`src/rtl/avalon_burst_reader_pkg.sv`:
```
// avalon_burst_reader_pkg: FSM states, burst sizing and FIFO counter width helpers
package avalon_burst_reader_pkg;
  typedef enum logic [1:0] {IDLE, REQ, DRAIN, DONE} state_t;
  localparam int DEF_FIFO_DEPTH = 64;
  function automatic int fifo_cnt_w(input int depth);
    return $clog2(depth) + 1;
  endfunction
  function automatic logic [23:0] min_bc(input logic [23:0] burst_len, input logic [23:0] remaining);
    return remaining < burst_len ? remaining : burst_len;
  endfunction
endpackage

```
`src/rtl/avalon_burst_reader_if.sv`:
```
// avalon_if: Avalon-MM burst bus with host and agent views
interface avalon_if #(parameter int ADDR_W = 32, parameter int DATA_W = 32, parameter int BURSTCOUNT_W = 6);
  logic [ADDR_W-1:0] address;
  logic read;
  logic write;
  logic [BURSTCOUNT_W-1:0] burstcount;
  logic [DATA_W/8-1:0] byteenable;
  logic [DATA_W-1:0] writedata;
  logic waitrequest;
  logic [DATA_W-1:0] readdata;
  logic readdatavalid;
  modport host (output address, read, write, burstcount, byteenable, writedata,
                input waitrequest, readdata, readdatavalid);
  modport agent (input address, read, write, burstcount, byteenable, writedata,
                 output waitrequest, readdata, readdatavalid);
endinterface

```
`src/rtl/avalon_burst_reader_fifo.sv`:
```
// burst_reader_fifo: synchronous show-ahead FIFO; a word pushed in one cycle is readable the next
module burst_reader_fifo
  import avalon_burst_reader_pkg::*;
#(
  parameter int WIDTH = 32,
  parameter int DEPTH = 64
) (
  input  logic                     clk,
  input  logic                     rst_n,
  input  logic                     push,
  input  logic                     pop,
  input  logic [WIDTH-1:0]         wr_data,
  output logic [WIDTH-1:0]         rd_data,
  output logic [$clog2(DEPTH):0]   count,
  output logic                     full,
  output logic                     empty
);
  localparam int AW = $clog2(DEPTH);
  localparam int CW = fifo_cnt_w(DEPTH);
  logic [WIDTH-1:0] mem [DEPTH];
  logic [AW-1:0] wr_ptr, rd_ptr;
  logic do_push, do_pop;
  assign full = count == CW'(DEPTH);
  assign empty = count == '0;
  assign do_push = push && !full;
  assign do_pop = pop && !empty;
  assign rd_data = mem[rd_ptr];
  always_ff @(posedge clk or negedge rst_n)
    if (!rst_n) begin
      wr_ptr <= '0;
      rd_ptr <= '0;
      count <= '0;
    end else begin
      wr_ptr <= wr_ptr + AW'(do_push);
      rd_ptr <= rd_ptr + AW'(do_pop);
      count <= count + CW'(do_push) - CW'(do_pop);
    end
  always_ff @(posedge clk)
    if (do_push) mem[wr_ptr] <= wr_data;
endmodule

```
`src/rtl/avalon_burst_reader.sv`:
```
// avalon_burst_reader: credit-based Avalon-MM burst reader streaming a buffer out as valid/ready.
// Define AVALON_BURST_READER_LOOP_EN to re-read the buffer continuously until reset.
module avalon_burst_reader
  import avalon_burst_reader_pkg::*;
#(
  parameter int DATA_BYTES   = 4,
  parameter int BURSTCOUNT_W = 6,
  parameter int BURST_LEN    = 16,
  parameter int FIFO_DEPTH   = DEF_FIFO_DEPTH
) (
  input  logic                    clk,
  input  logic                    reset,
  avalon_if.host                  avm,
  input  logic                    start,
  input  logic [31:0]             base_addr,
  input  logic [23:0]             nb_words,
  output logic                    busy,
  output logic                    done,
  output logic [8*DATA_BYTES-1:0] out_data,
  output logic                    out_valid,
  input  logic                    out_ready
);
  localparam int CW = fifo_cnt_w(FIFO_DEPTH);
  state_t state, next_state;
  logic [31:0] addr, step_addr, next_addr;
  logic [23:0] remaining, bc, next_rem;
  logic [CW-1:0] outstanding, fifo_count;
  logic fifo_full, fifo_empty, push, pop, credit_ok, accept, last_burst, leave_req, drain_done;
  assign bc = min_bc(24'(BURST_LEN), remaining);
  // Credits only grow while a request waits, so read/address/burstcount stay stable under waitrequest
  assign credit_ok = 32'(fifo_count) + 32'(outstanding) + 32'(bc) <= 32'(FIFO_DEPTH);
  assign avm.read = state == REQ && credit_ok;
  assign avm.address = avm.read ? addr : '0;
  assign avm.burstcount = avm.read ? BURSTCOUNT_W'(bc) : '0;
  assign avm.write = 1'b0;
  assign avm.byteenable = '1;
  assign avm.writedata = '0;
  assign accept = avm.read && !avm.waitrequest;
  assign last_burst = remaining == bc;
  assign step_addr = addr + 32'(bc) * 32'(DATA_BYTES);
  // Data arriving with nothing outstanding belongs to a transfer aborted by reset
  assign push = avm.readdatavalid && outstanding != '0 && !fifo_full;
  assign out_valid = !fifo_empty;
  assign pop = out_valid && out_ready;
  assign drain_done = outstanding == '0 && (fifo_empty || (fifo_count == CW'(1) && pop));
  assign busy = state != IDLE;
`ifdef AVALON_BURST_READER_LOOP_EN
  logic [31:0] base_q;
  logic [23:0] nb_q, pop_cnt;
  logic pass_done;
  always_ff @(posedge clk or negedge reset)
    if (!reset) begin
      base_q <= '0;
      nb_q <= '0;
      pop_cnt <= '0;
      pass_done <= 1'b0;
    end else begin
      if (state == IDLE && start) begin
        base_q <= base_addr;
        nb_q <= nb_words;
      end
      pass_done <= pop && pop_cnt == nb_q - 24'd1;
      pop_cnt <= state == IDLE ? '0 : !pop ? pop_cnt : pop_cnt == nb_q - 24'd1 ? '0 : pop_cnt + 24'd1;
    end
  assign next_addr = last_burst ? base_q : step_addr;
  assign next_rem = last_burst ? nb_q : remaining - bc;
  assign leave_req = 1'b0;
  assign done = state == DONE || pass_done;
`else
  assign next_addr = step_addr;
  assign next_rem = remaining - bc;
  assign leave_req = last_burst;
  assign done = state == DONE;
`endif
  always_comb begin
    next_state = state;
    next_state = state == IDLE  ? (start ? (nb_words == '0 ? DONE : REQ) : IDLE)
               : state == REQ   ? (accept && leave_req ? DRAIN : REQ)
               : state == DRAIN ? (drain_done ? DONE : DRAIN)
               : IDLE;
  end
  always_ff @(posedge clk or negedge reset)
    if (!reset) begin
      state <= IDLE;
      addr <= '0;
      remaining <= '0;
      outstanding <= '0;
    end else begin
      state <= next_state;
      outstanding <= outstanding + (accept ? CW'(bc) : '0) - CW'(push);
      if (state == IDLE && start) begin
        addr <= base_addr;
        remaining <= nb_words;
      end else if (accept) begin
        addr <= next_addr;
        remaining <= next_rem;
      end
    end
  burst_reader_fifo #(.WIDTH(8*DATA_BYTES), .DEPTH(FIFO_DEPTH)) u_fifo (
    .clk(clk),
    .rst_n(reset),
    .push(push),
    .pop(pop),
    .wr_data(avm.readdata),
    .rd_data(out_data),
    .count(fifo_count),
    .full(fifo_full),
    .empty(fifo_empty)
  );
endmodule

```
`src/flat_wrapper.sv`:
```
// flat-port wrapper written by rule: the top's interface ports become plain ports
module avalon_burst_reader_flat import avalon_burst_reader_pkg::*;
#(
  parameter int DATA_BYTES   = 4,
  parameter int BURSTCOUNT_W = 6,
  parameter int BURST_LEN    = 16,
  parameter int FIFO_DEPTH   = DEF_FIFO_DEPTH
)
  (clk, reset, start, base_addr, nb_words, busy, done, out_data, out_valid, out_ready, avm_address, avm_read, avm_write, avm_burstcount, avm_byteenable, avm_writedata, avm_waitrequest, avm_readdata, avm_readdatavalid);
  avalon_if #(.ADDR_W(32), .DATA_W(32), .BURSTCOUNT_W(BURSTCOUNT_W)) avm_i ();
  input  logic clk;
  input  logic reset;
  input  logic start;
  input  logic [31:0] base_addr;
  input  logic [23:0] nb_words;
  output logic busy;
  output logic done;
  output logic [8*DATA_BYTES-1:0] out_data;
  output logic out_valid;
  input  logic out_ready;
  output wire logic [$bits(avm_i.address)-1:0] avm_address;
  output wire logic [$bits(avm_i.read)-1:0] avm_read;
  output wire logic [$bits(avm_i.write)-1:0] avm_write;
  output wire logic [$bits(avm_i.burstcount)-1:0] avm_burstcount;
  output wire logic [$bits(avm_i.byteenable)-1:0] avm_byteenable;
  output wire logic [$bits(avm_i.writedata)-1:0] avm_writedata;
  input wire logic [$bits(avm_i.waitrequest)-1:0] avm_waitrequest;
  input wire logic [$bits(avm_i.readdata)-1:0] avm_readdata;
  input wire logic [$bits(avm_i.readdatavalid)-1:0] avm_readdatavalid;
  assign avm_address = avm_i.address;
  assign avm_read = avm_i.read;
  assign avm_write = avm_i.write;
  assign avm_burstcount = avm_i.burstcount;
  assign avm_byteenable = avm_i.byteenable;
  assign avm_writedata = avm_i.writedata;
  assign avm_i.waitrequest = avm_waitrequest;
  assign avm_i.readdata = avm_readdata;
  assign avm_i.readdatavalid = avm_readdatavalid;
  avalon_burst_reader #(.DATA_BYTES(DATA_BYTES), .BURSTCOUNT_W(BURSTCOUNT_W), .BURST_LEN(BURST_LEN), .FIFO_DEPTH(FIFO_DEPTH)) u_core (.clk(clk), .reset(reset), .avm(avm_i), .start(start), .base_addr(base_addr), .nb_words(nb_words), .busy(busy), .done(done), .out_data(out_data), .out_valid(out_valid), .out_ready(out_ready));
endmodule
```
`config.mk`:
```
export PLATFORM = sky130hd
export DESIGN_NAME = avalon_burst_reader_flat
export DESIGN_NICKNAME = d
export VERILOG_FILES = /design/src/rtl/avalon_burst_reader_pkg.sv /design/src/rtl/avalon_burst_reader_if.sv /design/src/rtl/avalon_burst_reader_fifo.sv /design/src/rtl/avalon_burst_reader.sv /design/src/flat_wrapper.sv
export SDC_FILE = /design/constraint.sdc
export NUM_CORES = 2
export LEC_CHECK = 0
export BUFFER_PORTS_ARGS = -buffer_cell sky130_fd_sc_hd__buf_2
export CORE_UTILIZATION = 45
export DETAILED_ROUTE_END_ITERATION = 6
export PLACE_DENSITY = 0.72
export SLEW_MARGIN = 20
export SYNTH_ARGS = -nofsm -noshare
export SYNTH_HDL_FRONTEND = slang
export SYNTH_HIERARCHICAL = 1
export SYNTH_SLANG_ARGS = --single-unit
```
`constraint.sdc`:
```
create_clock -name clk -period 13.45 [get_ports clk]
set_input_delay 0 -clock clk [delete_from_list [all_inputs] [get_ports clk]]
set_output_delay 0 -clock clk [all_outputs]
set_load 0.01 [all_outputs]
```
==> key figures <==
Status
  • Run status: finished with violations
  • Failing checks: design-rule violations

Yosys
  • Post-synth top area share: 72.2%
  • Async SR Flop Fraction: 3.94%
  • Synth Flop Type: edfxtp_1
  • Mapped Cells: 4,198
  • Yosys top cell by area: edfxtp_1
  • Seq cells post-synth: 2,132
  • Synth top area cells: edfxtp_1 72%, mux4_2 13%, mux2i_1 2.5%, dfrtp_1 2.5%, ha_1 0.84%
  • Synth warnings: 6
  • Yosys cell types: 90
  • EDFF count, synth: 2,048
  • Cell Area, Synth: 85,200 µm²
  • Register area share after synthesis: 74.7%
  • Mean Syn Cell Area: approximately 20 µm²

Power
  • Sw power: about 6.7 mW
  • Max VDD drop: 0.163 mV
  • PwrDens: 205 nW/µm²
  • Clock Power Share: 26.2%
  • Reg power frac: 39.9%
  • Leak Pwr: ~32 nW
  • Combinational share of power: between 30% and 40%
  • Pint: between 10 and 15 mW
  • Switch share: 33.6%

Floorplan
  • Area of the core: 188,000 µm²
  • Initial core utilization: 45.3%
  • Die Height: 437 µm
  • I/O pin count: 205
  • Die X: 437 µm
  • Die area: 191,000 µm²
  • Cell Rows: 159

Worst setup path
  • CP Buf/Inv Count: 7
  • Req. time, crit path: 14.18 ns
  • R2R Setup Slk: approximately 5.9 ns
  • Slowest CP cell: dlygate4sd3_1
  • RR Startpoint: u_core/remaining[14]
  • RR Endpoint: u_core/outstanding[6]
  • Critical Path End Type: register
  • CP delay by family, top: simple AND/OR/NAND/NOR gates
  • CP Max Fanout: 8
  • Max incr delay on CP: 0.55 ns
  • Critical path launch point type: register
  • Setup CP Type: reg -> reg
  • CP most frequent cell: inv_1
  • Reg2Reg Depth: 32
  • Crit path DAT: 8.27 ns

Global route
  • Largest net degree at the start of global routing: 102
  • Global-route wire length before repair: 321,000 µm
  • Initial antenna violation count: 12
  • Via count of the first global-routing pass: 45,500
  • Total track usage: 23.3%
  • GRT Residual Overflow: 0

Timing
  • Unrepaired setup endpoints after global routing: no
  • Period utilization: 56.1%
  • Pins over their slew limit: 0
  • Final setup viols: 0
  • Setup TNS: 0 ns
  • Max frequency: around 0.13 GHz
  • Slew @ Worst Pin: 1.22 ns
  • Clk_skew: between 0.06 and 0.07 ns
  • Hold Vio Cnt, Final: 0
  • Slew HR: ~18%
  • Min Clock Period, post-route: 7.54 ns

Clocking
  • Clock sink total: 2,132
  • Clk buf depth: 3
  • TritonCTS clock tree: yes
  • H-tree Lvls: 4
  • TritonCTS Buffers: 197
  • Root Driver: clkbuf_16
  • Worst-path clk slew: 0.06 ns
  • Post-CTS setup buffers: 0
  • Worst-skew pair later-pin latency: 0.85 ns
  • CTS Hold Buffers Added: 236
  • PostCTS Resize Cnt: 0

Routing
  • Initial DRC count: 5,977
  • Vias per cell: 6.16
  • Wire per inst: between 30 and 40 µm
  • Drt first pass iters: 7
  • Total number of vias: roughly 46,000
  • DRT Wirelength: 224,000 µm
  • ANT nets after route: 0
  • DRC viols: 69

Hold path
  • HP Start: avm_readdatavalid
  • Worst Hold Depth: 5
  • Worst hold path class: in -> reg
  • Worst Hold End: u_core/outstanding[1]

Cells and area
  • Share of layout cells above drive strength 1: 23.2%
  • Commonest cells after routing, fill and taps aside: 2,048 x edfxtp_1, 482 x mux4_2, 235 x dlygate4sd3_1
  • Most common cell after layout, fill and taps aside: edfxtp_1
  • Fillcell total: 14,300
  • Synthesis-to-layout area growth: 14.8%
  • Final core utilization: 52.0%
  • Final nets: 4,887

Placement
  • HPWL after DPL: 121,000 µm
  • Routability cong.: 0.844
  • IO buf count: about 170

Job
  • Max Cap Viol: 0
[through the flow]
stage               power [mW]  setup WS [ns]  hold WS [ns]  instance area [µm²]  instances
floorplan                 12.3           7.50        -0.296                85400       4258
global placement          14.5           6.81       -0.0400                89300       6785
detailed placement        14.5           6.58       -0.0338                89300       6785
CTS                       20.0           6.02         0.112                97700       7385
global route              20.7           5.29         0.190                97700       7388
finish                    20.0           5.91         0.180                97700       7392
[cells by family (layout without fill, tap and decap cells)]
kind of cell / count (synthesis) / after routing / share of synthesized area (%)
flops: 2132 / 2132 / 74.7
mux: 695 / 695 / 15.2
simple gates: 489 / 489 / 2.70
compound gates: 455 / 455 / 3.73
buf+inv: 309 / 941 / 2.04
fa+ha+maj: 68 / 68 / 1.10
xor+xnor: 48 / 48 / 0.494
other cells: 2 / 69 / 0.00882
[cell type report]
class,count,area [µm²],share of cell area (%)
diodes,7,17.5,0.0179
clock buffers,260,5220,5.34
clock inverters,104,778,0.796
inverters,56,213,0.218
multi-input cells,1817,20600,21.0
flip-flops and latches,2132,63600,65.1
well taps,2495,3120,3.19
repair buffers,521,4190,4.29
[Yosys cell counts, types with 5 or more instances]
cell          n
a221oi_1     13
a31oi_1       8
nand3_1      31
nor2b_1      17
nor3_1       18
nand3b_1      6
clkbuf_1     84
o211ai_1     10
o21ai_1      12
buf_1        21
a22oi_1      21
o31ai_1       5
ha_1         57
xnor2_1      30
o221ai_1     22
and2_1       47
buf_2        49
a2111oi_0    18
buf_6        30
edfxtp_1   2048
o21ai_0      57
nor2_1      175
a211oi_1     23
buf_4        65
a221o_1      16
dfrtp_1      84
nor4_1       11
a211o_1      15
mux2i_1     213
nand4_1      11
nand2b_1      8
o21bai_1      6
xor2_1       18
o21a_1        6
o22ai_1      68
or3_1         5
nand2_1     134
a21o_1       12
a22o_1        6
a21oi_1      98
mux4_2      482
inv_1        53
fa_1         11
[registers in the layout, summed over array words and instances, names as in the netlist]
signal,cells
u_core/u_fifo/count,7
u_core/u_fifo/wr_ptr,6
u_core/state,2
u_core/u_fifo/rd_ptr,6
u_core/remaining,24
u_core/addr,32
u_core/outstanding,7
u_core/u_fifo/mem,2048
[routing by layer]
layer  share of wire, %  GRT usage, %
met5              0.018             0
met3                 10          4.89
met4                3.8          8.58
met2                 49          38.0
met1                 37          31.0
[power groups by stage]
stage	clock network, mW	logic [mW]	registers [mW]
after floorplan	0	4.47	7.88
after detailed placement	0	6.44	8.10
final	5.23	6.79	7.97
after CTS	5.29	6.71	7.96
after global placement	0	6.37	8.08
after global routing	5.54	7.15	7.99
[worst max path at each step]
stage | from | to | slack [ns] | cells after the start
2_1_floorplan | u_core/remaining[14] | u_core/outstanding[6] | 7.50 | 31
4_1_cts | u_core/remaining[14] | u_core/outstanding[6] | 6.02 | 32
3_3_place_gp | u_core/remaining[14] | u_core/outstanding[6] | 6.81 | 31
3_5_place_dp | u_core/remaining[14] | u_core/outstanding[6] | 6.58 | 31
5_1_grt | u_core/remaining[14] | u_core/outstanding[6] | 5.29 | 32
6_report | u_core/remaining[14] | u_core/outstanding[6] | 5.91 | 32
[tightest hold or removal path, delay by kind of cell]
family	cells	cell delay (ns)
adders and majority gates	2	0.45
and+or+nand+nor	1	0.40
buffers and inverters	2	0.15
No activity file was read; power rests on OpenSTA's default activity.
